==> src/rtl/stack_if.sv <==
// ---------------------------------------------------------------------------
// stack_if
// PC/stack handshake bundle between the program counter / instruction
// sequencer (master) and the stack responder (slave, stack_unit).
//
// Master -> slave:
//   enable_stack   qualifies push_1_stack / push_2_stack
//   push_1_stack   push stack_in (PC low byte)
//   push_2_stack   push stack_in (PC high byte)
//   stack_in[7:0]  byte for PC pushes
//   ret_req        start two-byte return pop (RET/RETI), one-cycle pulse
//   data_push      PUSH instruction, pushes data_in
//   data_in[7:0]   byte for data_push
//   data_pop       POP instruction, pops to data_out
//   sp_we          load SP from sp_wdata
//   sp_wdata[7:0]  new SP value
// Slave -> master:
//   pop_1_stack    strobe, stack_out holds return high byte
//   pop_2_stack    strobe, stack_out holds return low byte
//   stack_out[7:0] popped byte for the PC
//   data_out[7:0]  popped byte for POP
//   data_valid     strobe with data_out
//   busy           return sequence in progress
//   sp[7:0]        current stack pointer
//   stack_err      sticky guard / protocol error
// ---------------------------------------------------------------------------
interface stack_if;
    logic       enable_stack;
    logic       push_1_stack;
    logic       push_2_stack;
    logic [7:0] stack_in;
    logic       ret_req;
    logic       data_push;
    logic [7:0] data_in;
    logic       data_pop;
    logic       sp_we;
    logic [7:0] sp_wdata;

    logic       pop_1_stack;
    logic       pop_2_stack;
    logic [7:0] stack_out;
    logic [7:0] data_out;
    logic       data_valid;
    logic       busy;
    logic [7:0] sp;
    logic       stack_err;

    modport master (
        output enable_stack, push_1_stack, push_2_stack, stack_in,
        output ret_req, data_push, data_in, data_pop, sp_we, sp_wdata,
        input  pop_1_stack, pop_2_stack, stack_out, data_out,
        input  data_valid, busy, sp, stack_err
    );

    modport slave (
        input  enable_stack, push_1_stack, push_2_stack, stack_in,
        input  ret_req, data_push, data_in, data_pop, sp_we, sp_wdata,
        output pop_1_stack, pop_2_stack, stack_out, data_out,
        output data_valid, busy, sp, stack_err
    );
endinterface

==> src/rtl/stack_unit.sv <==
// ---------------------------------------------------------------------------
// stack_unit
// Responder side of the 8051 PC/stack interface. Owns the stack pointer and
// the stack storage; accepts PC return-address pushes, performs the two-byte
// RET/RETI pop (high byte then low byte), and services PUSH/POP instructions
// and direct SP loads.
//
// Ports:
//   clk   system clock, all state changes on posedge
//   rst   synchronous, active-high reset
//   bus   stack_if.slave (see rtl/stack_if.sv for the signal list)
//
// Parameters:
//   DEPTH     stack storage bytes, power of two, max 256 (index = sp mod DEPTH)
//   SP_RESET  SP value after reset
//
// Build option:
//   STACK_GUARD_EN  when defined, a push at sp==DEPTH-1 and a pop at sp==0 are
//                   blocked and set stack_err. Without it SP simply wraps and
//                   stack_err flags only a simultaneous push_1/push_2.
// ---------------------------------------------------------------------------
module stack_unit #(
    parameter int         DEPTH    = 128,
    parameter logic [7:0] SP_RESET = 8'h07
) (
    input  logic   clk,
    input  logic   rst,
    stack_if.slave bus
);
    localparam int AW = $clog2(DEPTH);

    // Return FSM: each state names the cycle in which its strobe is visible.
    localparam logic [1:0] ST_IDLE   = 2'd0;
    localparam logic [1:0] ST_POP_HI = 2'd1;
    localparam logic [1:0] ST_POP_LO = 2'd2;

    // Operation selected for this cycle after priority resolution.
    localparam logic [2:0] OP_NONE = 3'd0;
    localparam logic [2:0] OP_PUSH = 3'd1;
    localparam logic [2:0] OP_DPOP = 3'd2;
    localparam logic [2:0] OP_RET  = 3'd3;
    localparam logic [2:0] OP_SPWE = 3'd4;

    logic [1:0] state;
    logic [7:0] sp_q;
    logic [7:0] sp_inc;
    logic [7:0] sp_dec;
    logic [7:0] mem [DEPTH];

    logic       pop_1_q;
    logic       pop_2_q;
    logic       data_valid_q;
    logic [7:0] stack_out_q;
    logic [7:0] data_out_q;
    logic       stack_err_q;

    logic [2:0] op;
    logic [7:0] push_byte;
    logic       dual_push;
    logic       push_block;
    logic       pop_block;
    logic       pop_now;
    logic       mem_we;
    logic [7:0] pop_byte;

    assign sp_inc = sp_q + 8'd1;
    assign sp_dec = sp_q - 8'd1;

    // Priority decode. Only one operation per cycle; anything lower is dropped.
    // The return FSM outranks every request, so nothing is decoded while busy.
    // NOTE: every always_comb output gets a default first so no path can
    // leave it unassigned and infer a latch.
    always_comb begin
        op        = OP_NONE;
        push_byte = 8'h00;
        dual_push = 1'b0;
        if (state == ST_IDLE) begin
            if (bus.enable_stack && bus.push_1_stack) begin
                op        = OP_PUSH;
                push_byte = bus.stack_in;
                dual_push = bus.push_2_stack;
            end else if (bus.enable_stack && bus.push_2_stack) begin
                op        = OP_PUSH;
                push_byte = bus.stack_in;
            end else if (bus.data_push) begin
                op        = OP_PUSH;
                push_byte = bus.data_in;
            end else if (bus.data_pop) begin
                op = OP_DPOP;
            end else if (bus.ret_req) begin
                op = OP_RET;
            end else if (bus.sp_we) begin
                op = OP_SPWE;
            end
        end
    end

`ifdef STACK_GUARD_EN
    localparam logic [7:0] SP_TOP = 8'(DEPTH - 1);
    assign push_block = (sp_q == SP_TOP);
    assign pop_block  = (sp_q == 8'h00);
`else
    assign push_block = 1'b0;
    assign pop_block  = 1'b0;
`endif

    // The return high byte is popped on the ret_req edge, the low byte on the
    // following edge, so both strobes land on the two cycles after ret_req.
    assign pop_now  = (op == OP_DPOP) || (op == OP_RET) || (state == ST_POP_HI);
    assign pop_byte = pop_block ? 8'h00 : mem[sp_q[AW-1:0]];
    assign mem_we   = !rst && (op == OP_PUSH) && !push_block;

    // NOTE: the stack RAM has no reset; its contents survive rst like the
    // 8051 internal RAM, which also lets it map onto a plain memory.
    always_ff @(posedge clk) begin
        if (mem_we) begin
            mem[sp_inc[AW-1:0]] <= push_byte;
        end
    end

    // NOTE: all sequential state uses non-blocking assignments so every
    // register samples the pre-edge values of the others.
    always_ff @(posedge clk) begin
        if (rst) begin
            state        <= ST_IDLE;
            sp_q         <= SP_RESET;
            pop_1_q      <= 1'b0;
            pop_2_q      <= 1'b0;
            data_valid_q <= 1'b0;
            stack_out_q  <= 8'h00;
            data_out_q   <= 8'h00;
            stack_err_q  <= 1'b0;
        end else begin
            pop_1_q      <= (op == OP_RET);
            pop_2_q      <= (state == ST_POP_HI);
            data_valid_q <= (op == OP_DPOP);

            if ((op == OP_RET) || (state == ST_POP_HI)) begin
                stack_out_q <= pop_byte;
            end
            if (op == OP_DPOP) begin
                data_out_q <= pop_byte;
            end

            if ((op == OP_PUSH) && !push_block) begin
                sp_q <= sp_inc;
            end else if (pop_now && !pop_block) begin
                sp_q <= sp_dec;
            end else if (op == OP_SPWE) begin
                sp_q <= bus.sp_wdata;
            end

            if (dual_push || ((op == OP_PUSH) && push_block) || (pop_now && pop_block)) begin
                stack_err_q <= 1'b1;
            end

            case (state)
                ST_IDLE:   state <= (op == OP_RET) ? ST_POP_HI : ST_IDLE;
                ST_POP_HI: state <= ST_POP_LO;
                ST_POP_LO: state <= ST_IDLE;
                default:   state <= ST_IDLE;
            endcase
        end
    end

    assign bus.pop_1_stack = pop_1_q;
    assign bus.pop_2_stack = pop_2_q;
    assign bus.stack_out   = stack_out_q;
    assign bus.data_out    = data_out_q;
    assign bus.data_valid  = data_valid_q;
    assign bus.busy        = (state != ST_IDLE);
    assign bus.sp          = sp_q;
    assign bus.stack_err   = stack_err_q;
endmodule

==> src/flat_wrapper.sv <==
// flat-port wrapper written by rule: the top's interface ports become plain ports
module stack_unit_flat 
#(
    parameter int         DEPTH    = 128,
    parameter logic [7:0] SP_RESET = 8'h07
)
  (clk, rst, bus_enable_stack, bus_push_1_stack, bus_push_2_stack, bus_stack_in, bus_ret_req, bus_data_push, bus_data_in, bus_data_pop, bus_sp_we, bus_sp_wdata, bus_pop_1_stack, bus_pop_2_stack, bus_stack_out, bus_data_out, bus_data_valid, bus_busy, bus_sp, bus_stack_err);
  stack_if bus_i ();
  input  logic clk;
  input  logic rst;
  input wire logic [$bits(bus_i.enable_stack)-1:0] bus_enable_stack;
  input wire logic [$bits(bus_i.push_1_stack)-1:0] bus_push_1_stack;
  input wire logic [$bits(bus_i.push_2_stack)-1:0] bus_push_2_stack;
  input wire logic [$bits(bus_i.stack_in)-1:0] bus_stack_in;
  input wire logic [$bits(bus_i.ret_req)-1:0] bus_ret_req;
  input wire logic [$bits(bus_i.data_push)-1:0] bus_data_push;
  input wire logic [$bits(bus_i.data_in)-1:0] bus_data_in;
  input wire logic [$bits(bus_i.data_pop)-1:0] bus_data_pop;
  input wire logic [$bits(bus_i.sp_we)-1:0] bus_sp_we;
  input wire logic [$bits(bus_i.sp_wdata)-1:0] bus_sp_wdata;
  output wire logic [$bits(bus_i.pop_1_stack)-1:0] bus_pop_1_stack;
  output wire logic [$bits(bus_i.pop_2_stack)-1:0] bus_pop_2_stack;
  output wire logic [$bits(bus_i.stack_out)-1:0] bus_stack_out;
  output wire logic [$bits(bus_i.data_out)-1:0] bus_data_out;
  output wire logic [$bits(bus_i.data_valid)-1:0] bus_data_valid;
  output wire logic [$bits(bus_i.busy)-1:0] bus_busy;
  output wire logic [$bits(bus_i.sp)-1:0] bus_sp;
  output wire logic [$bits(bus_i.stack_err)-1:0] bus_stack_err;
  assign bus_i.enable_stack = bus_enable_stack;
  assign bus_i.push_1_stack = bus_push_1_stack;
  assign bus_i.push_2_stack = bus_push_2_stack;
  assign bus_i.stack_in = bus_stack_in;
  assign bus_i.ret_req = bus_ret_req;
  assign bus_i.data_push = bus_data_push;
  assign bus_i.data_in = bus_data_in;
  assign bus_i.data_pop = bus_data_pop;
  assign bus_i.sp_we = bus_sp_we;
  assign bus_i.sp_wdata = bus_sp_wdata;
  assign bus_pop_1_stack = bus_i.pop_1_stack;
  assign bus_pop_2_stack = bus_i.pop_2_stack;
  assign bus_stack_out = bus_i.stack_out;
  assign bus_data_out = bus_i.data_out;
  assign bus_data_valid = bus_i.data_valid;
  assign bus_busy = bus_i.busy;
  assign bus_sp = bus_i.sp;
  assign bus_stack_err = bus_i.stack_err;
  stack_unit #(.DEPTH(DEPTH), .SP_RESET(SP_RESET)) u_core (.clk(clk), .rst(rst), .bus(bus_i));
endmodule
==> config.mk <==
export PLATFORM = sky130hd
export DESIGN_NAME = stack_unit_flat
export DESIGN_NICKNAME = d
export VERILOG_FILES = /design/src/rtl/stack_if.sv /design/src/rtl/stack_unit.sv /design/src/flat_wrapper.sv
export SDC_FILE = /design/constraint.sdc
export NUM_CORES = 1
export LEC_CHECK = 0
export CORE_MARGIN = 5
export CORE_UTILIZATION = 40
export DETAILED_ROUTE_END_ITERATION = 8
export GPL_TIMING_DRIVEN = 0
export PLACE_DENSITY = 0.57
export SLEW_MARGIN = 20
export SYNTH_ARGS = -nofsm -noshare
export SYNTH_HDL_FRONTEND = slang
export SYNTH_SLANG_ARGS = --single-unit
export TNS_END_PERCENT = 5
==> constraint.sdc <==
create_clock -name clk -period 5.36 [get_ports clk]
set_clock_uncertainty 0.2 [all_clocks]
set_input_delay 0.536 -clock clk [delete_from_list [all_inputs] [get_ports clk]]
set_output_delay 0.536 -clock clk [all_outputs]
set_load 0.05 [all_outputs]
Yosys cells after proc, flatten, opt, wreduce, memory -nomap -nowiden

Memories as Yosys holds them, arrays and structs flattened. A register that Yosys moved wholly into a read port is not among the register bits.
Index checks and enable logic that the tools add are counted.

$add $sub $neg: 2
Equality and inequality tests: 5
Mux-type cells: 22
Reduce and logical (&&, ||, !) cells: 10

Operator list:

| cell                  | number |
|---|---|
| $mux W8               | 7 |
| $mux W3               | 7 |
| $mux W7               | 2 |
| $add A8 B1 Y8 const B | 1 |
| $sub A8 B1 Y8 const B | 1 |
| $eq A3 B2 Y1 const B  | 2 |
| $mux W1               | 5 |
| $pmux W2 S2           | 1 |
| $eq A3 B1 Y1 const B  | 1 |
| $eq A3 B3 Y1 const B  | 1 |
| $logic_and A1 B1 Y1   | 3 |
| $logic_or A1 B1 Y1    | 3 |
| $reduce_bool A3 Y1    | 1 |
| $eq A2 B1 Y1 const B  | 1 |
| $logic_not A2 Y1      | 1 |
| $reduce_bool A2 Y1    | 1 |
| $logic_not A1 Y1      | 1 |

Register bits after elaboration: 30
Memory bits (writable): 1024
Input bits: 33
Output and inout port bits: 29
Word-level logic and storage cells: 48
Memories kept: 1

Memory list:

| memory     | depth | bits a word | rd ports | clocked after memory_dff | wr ports | RTL line         | text |
|---|---|---|---|---|---|---|---|
| u_core.mem | 128   | 8           | 1        | 1                        | 1        | stack_unit.sv:48 | `logic [7:0] mem [DEPTH];` |

Logic depth before layout (Yosys ltp)

Word-level depth: 14
Depth in mapped cells: 11
Gate-level depth less buffers: 8

Worst setup path before layout

No wires, ideal clock.

Kind: flip-flop to flip-flop
From: register, netlist name u_core.bus.pop_2_stack
To: memory u_core.mem[0][0], data pin
Library setup time: 0.890 ns
Arrival time: 4.848 ns
Slack: -0.578 ns
Stages on the path, launching flop included: 6
Buffers on the path: 2
Cells stage by stage: dfxtp_1 -> clkbuf_1 -> nor2_1 -> inv_1 -> clkbuf_1 -> a21oi_1

RTL lines:

| what          | RTL line |
|---|---|
| end, declared | stack_unit.sv:48 |

==> metrics.txt <==
# TYPE chip_impl_metric gauge
chip_impl_metric{name="cts-htree-levels",unit=""} 3
chip_impl_metric{name="final.hold.worst_slack",unit="ns"} 0.2598
chip_impl_metric{name="max_clk_rate",unit="GHz"} 0.2139
chip_impl_metric{name="finalSetupViolCount",unit=""} 0
chip_impl_metric{name="final_critical_path_share_of_the_clock_period",unit=""} 0.8724
chip_impl_metric{name="final-instance-count-excl-fill",unit=""} 3983
chip_impl_metric{name="fin_area",unit="mm2"} 0.04889
chip_impl_metric{name="route.final.wire_length",unit="mm"} 113.9
chip_impl_metric{name="first_global_vias",unit=""} 22800
chip_impl_metric{name="highest_ir_drop_seen_on_vdd",unit="mV"} 0.2977
chip_impl_metric{name="clock_sinks",unit=""} 1060
chip_impl_info{name="clock_tree_from_tritoncts",value="built"} 1
chip_impl_metric{name="hold_violations",unit=""} 0
chip_impl_metric{name="layout-area-overhead-vs-synth",unit="%"} 17.02
chip_impl_metric{name="portBuffers",unit=""} 60
chip_impl_metric{name="cts.reportedPaths.clkPinSlew",unit="ns"} 0.06
chip_impl_metric{name="cpPeakStageDelay",unit="ns"} 0.87
chip_impl_info{name="hold_path_class",value="flop to flop"} 1
chip_impl_info{name="critPathLaunchType",value="flop"} 1
chip_impl_metric{name="design.final.nets",unit=""} 2545
chip_impl_metric{name="die_h",unit="um"} 333.2
chip_impl_metric{name="die_area",unit="mm2"} 0.1110
chip_impl_metric{name="synthesis.area_per_instance",unit="um2"} 18.16
chip_impl_metric{name="die_w",unit="um"} 333.2
chip_impl_metric{name="globalRouteTotalUtil",unit=""} 0.2004
chip_impl_metric{name="total_leakage_power",unit="uW"} 0.01645
chip_impl_info{name="rsz0062_at_grt",value="no"} 1
chip_impl_metric{name="pwr-share-clk",unit=""} 0.391
chip_impl_info{name="cts-root-buf",value="sky130_fd_sc_hd__clkbuf_16"} 1
chip_impl_info{name="cp_slowest_cell",value="sky130_fd_sc_hd__nor3_1"} 1
chip_impl_info{name="most-common-layout-cells",value="sky130_fd_sc_hd__edfxtp_1 (1024), sky130_fd_sc_hd__mux2i_1 (253), sky130_fd_sc_hd__nor2_1 (168)"} 1
chip_impl_metric{name="first_pass_grt_wire_length",unit="mm"} 161.3
chip_impl_metric{name="required",unit="ns"} 5.69
chip_impl_metric{name="fp.coreArea",unit="mm2"} 0.1036
chip_impl_info{name="endpoint_kind",value="flop"} 1
chip_impl_metric{name="cp_max_fo",unit=""} 10
chip_impl_metric{name="totalPowerFinal",unit="uW"} 19490
chip_impl_metric{name="initial_utilization",unit=""} 0.4031
chip_impl_metric{name="async_flop_share",unit=""} 0
chip_impl_metric{name="fillCellCount",unit=""} 8719
chip_impl_metric{name="netSwitchingFraction",unit=""} 0.2500
chip_impl_metric{name="hpwl",unit="mm"} 80.52
chip_impl_metric{name="timing.final.max_slew_violations",unit=""} 0
chip_impl_metric{name="grt_antenna_before_repair",unit=""} 1
chip_impl_metric{name="totalNegativeSetupSlack",unit="ns"} 0
chip_impl_metric{name="dpl-instance-area",unit="mm2"} 0.04525
chip_impl_info{name="postSynth.topFlopCell",value="sky130_fd_sc_hd__edfxtp_1"} 1
chip_impl_info{name="timing.critical_path.cells",value="buf_2 -> clkbuf_1 -> mux4_2 -> o21ai_0 -> nand4_1 -> nor3_1 -> o31ai_1"} 1
chip_impl_metric{name="synth-edff-count",unit=""} 1024
chip_impl_metric{name="power_density",unit="mW/mm2"} 398.7
chip_impl_info{name="timing_worst_setup_path_type",value="flop to flop"} 1
chip_impl_metric{name="power.combinational.fraction",unit=""} 0.132
chip_impl_metric{name="internal_power",unit="uW"} 14620
chip_impl_metric{name="ys_seq_elements",unit=""} 1060
chip_impl_metric{name="synth_warn",unit=""} 0
chip_impl_metric{name="worst_tran_pin_value",unit="ns"} 1.178
chip_impl_metric{name="post_synthesis_cells",unit=""} 2300
chip_impl_info{name="status",value="finished, final reports clean"} 1
chip_impl_info{name="cpLargestDelayFamily",value="buffers and inverters"} 1
chip_impl_metric{name="power.switching",unit="uW"} 4874
chip_impl_metric{name="synth_cell_area",unit="mm2"} 0.04178
chip_impl_metric{name="cts.repair_timing.setup_buffer_count",unit=""} 0
chip_impl_metric{name="critical_path_arrival",unit="ns"} 5.01
chip_impl_metric{name="gpl.final_weighted_congestion",unit=""} 0.9149
chip_impl_metric{name="ios",unit=""} 62
chip_impl_metric{name="ctsResizeCount",unit=""} 0
chip_impl_metric{name="placedCellCount",unit=""} 3780
chip_impl_metric{name="clk-insertion-delay-late",unit="ns"} 0.69
chip_impl_metric{name="routed_wirelength_normalized_by_instance_count",unit="um"} 28.59
chip_impl_metric{name="route.detailed.vias_per_inst",unit=""} 5.658
chip_impl_metric{name="number_of_nets_with_antenna_violations_after_detailed_routing",unit=""} 0
chip_impl_metric{name="drive_gt1_frac",unit=""} 0.1729
chip_impl_metric{name="grt_start_max_net_pins",unit=""} 37
chip_impl_metric{name="placement_rows",unit=""} 118
chip_impl_metric{name="critical_path.n_buffers_inverters",unit=""} 2
chip_impl_metric{name="cts_made_buffers",unit=""} 108
chip_impl_metric{name="global_route.overflow_total",unit=""} 0
chip_impl_metric{name="drt-initial-drc-count",unit=""} 2302
chip_impl_metric{name="total_via_count_after_detailed_routing",unit=""} 22540
chip_impl_metric{name="slew-limit-headroom",unit=""} 0.2147
chip_impl_metric{name="cts_buffer_depth",unit=""} 3
chip_impl_metric{name="synth_cell_types",unit=""} 54
chip_impl_metric{name="ys_seq_area_frac",unit=""} 0.7533
chip_impl_metric{name="detail_route.drc_violations",unit=""} 0
chip_impl_metric{name="cts_hold_buffers",unit=""} 0
chip_impl_metric{name="maxCapViolCount",unit=""} 0
chip_impl_metric{name="dr.pass1.iters",unit=""} 5
chip_impl_metric{name="power.sequential.fraction",unit=""} 0.476
chip_impl_metric{name="fin_crit",unit="ns"} 4.676
chip_impl_info{name="final_common_cell",value="sky130_fd_sc_hd__edfxtp_1"} 1
chip_impl_metric{name="synth_nets",unit=""} 2335
-- routing by layer --
layer	GRT usage	share of wire	vias up
li1	-	-	9703
met1	0.2652	0.40	11720
met2	0.3370	0.49	928
met3	0.03803	0.073	190
met4	0.06591	0.034	0
met5	0	0	-
-- sequential cells by signal, indices dropped and copies added (netlist names), named ones only --
name and cells:
u_core.bus.pop_1_stack 1, u_core.bus.sp 8, u_core.bus.stack_err 1, u_core.bus.data_valid 1
u_core.bus.pop_2_stack 1, u_core.state 1, u_core.bus.data_out 8, u_core.bus.stack_out 8
u_core.mem 1024
-- through the flow --
stage	utilization	setup WS, ns
2_1_floorplan	-	-0.5782
3_3_place_gp	0.4255	-6.189
3_5_place_dp	0.4366	0.4822
4_1_cts	0.4717	0.6916
5_1_grt	0.4717	0.6577
6_report	0.4717	0.6840
-- power groups by stage --
stage | sequential [uW] | clock [uW] | combinational [uW]
floorplan | 9550 | 0 | 1350
global placement | 9570 | 0 | 2370
detailed placement | 9460 | 0 | 2570
CTS | 9280 | 7720 | 2580
global route | 9290 | 8070 | 2680
finish | 9280 | 7630 | 2580
-- cells in the mapped netlist, drive strengths merged (9+ instances only) --
cell type	n	area, um2
edfxtp	1024	30750
mux2i	253	2532
nor2	170	643.1
mux4	136	3063
nand2	109	409.1
buf	83	556.8
a21oi	64	320.3
a22oi	49	367.9
clkbuf	46	172.7
nand3	42	210.2
dfxtp	36	720.7
o22ai	26	162.7
o31ai	23	172.7
o21ai	22	110.1
a211oi	21	157.7
and2	17	107.6
nor3	17	85.08
o221ai	16	140.1
a221oi	15	131.4
nand4	13	81.33
a31oi	12	75.07
inv	11	41.29
mux2	9	101.4
nor2b	9	58.81
-- kinds of logic after synthesis --
| group | share of synthesized area |
|---|---|
| flip-flops | 0.7533 |
| AND/OR/NAND/NOR | 0.04415 |
| multiplexers | 0.1364 |
| AO/OA/AOI/OAI | 0.04486 |
| buffers and inverters | 0.01845 |
| XOR/XNOR | 0.002306 |
| adder cells (fa/ha/maj) | 0.0005989 |
-- worst reg2reg max path, cell delays in order (launching register included) --
cell	delay, ns
sky130_fd_sc_hd__dfxtp_1	0.81
sky130_fd_sc_hd__buf_2	0.53
sky130_fd_sc_hd__clkbuf_1	0.84
sky130_fd_sc_hd__mux4_2	0.45
sky130_fd_sc_hd__o21ai_0	0.31
sky130_fd_sc_hd__nand4_1	0.32
sky130_fd_sc_hd__nor3_1	0.87
sky130_fd_sc_hd__o31ai_1	0.19
-- path summary, 6_finish.rpt --
path | from | depth (start not counted) | endpoint | slack [ns]
worst max-delay path | flop | 7 | u_core.bus.stack_out[2]$_SDFFE_PP0P_ | 0.68
worst min-delay path | u_core.bus.stack_out[4]$_SDFFE_PP0P_ | 2 | u_core.bus.stack_out[4]$_SDFFE_PP0P_ | 0.26
worst max register to register | flop | 7 | u_core.bus.stack_out[2]$_SDFFE_PP0P_ | 0.68
worst min register to register | u_core.bus.stack_out[4]$_SDFFE_PP0P_ | 2 | u_core.bus.stack_out[4]$_SDFFE_PP0P_ | 0.26
-- layout make-up --
cell class | instances | area (um2) | area share
multi-input cells | 1100 | 9630 | 0.1970
inverters | 11 | 41.29 | 0.0008446
plain buffers | 129 | 737.0 | 0.01507
clock inverters | 64 | 696.9 | 0.01426
repair buffers | 100 | 1644 | 0.03363
well taps | 1380 | 1727 | 0.03532
flip-flops and latches | 1060 | 31470 | 0.6437
diodes | 1 | 2.502 | 0.00005119
clock buffers | 138 | 2939 | 0.06012
No activity file was read; power rests on OpenSTA's default activity.
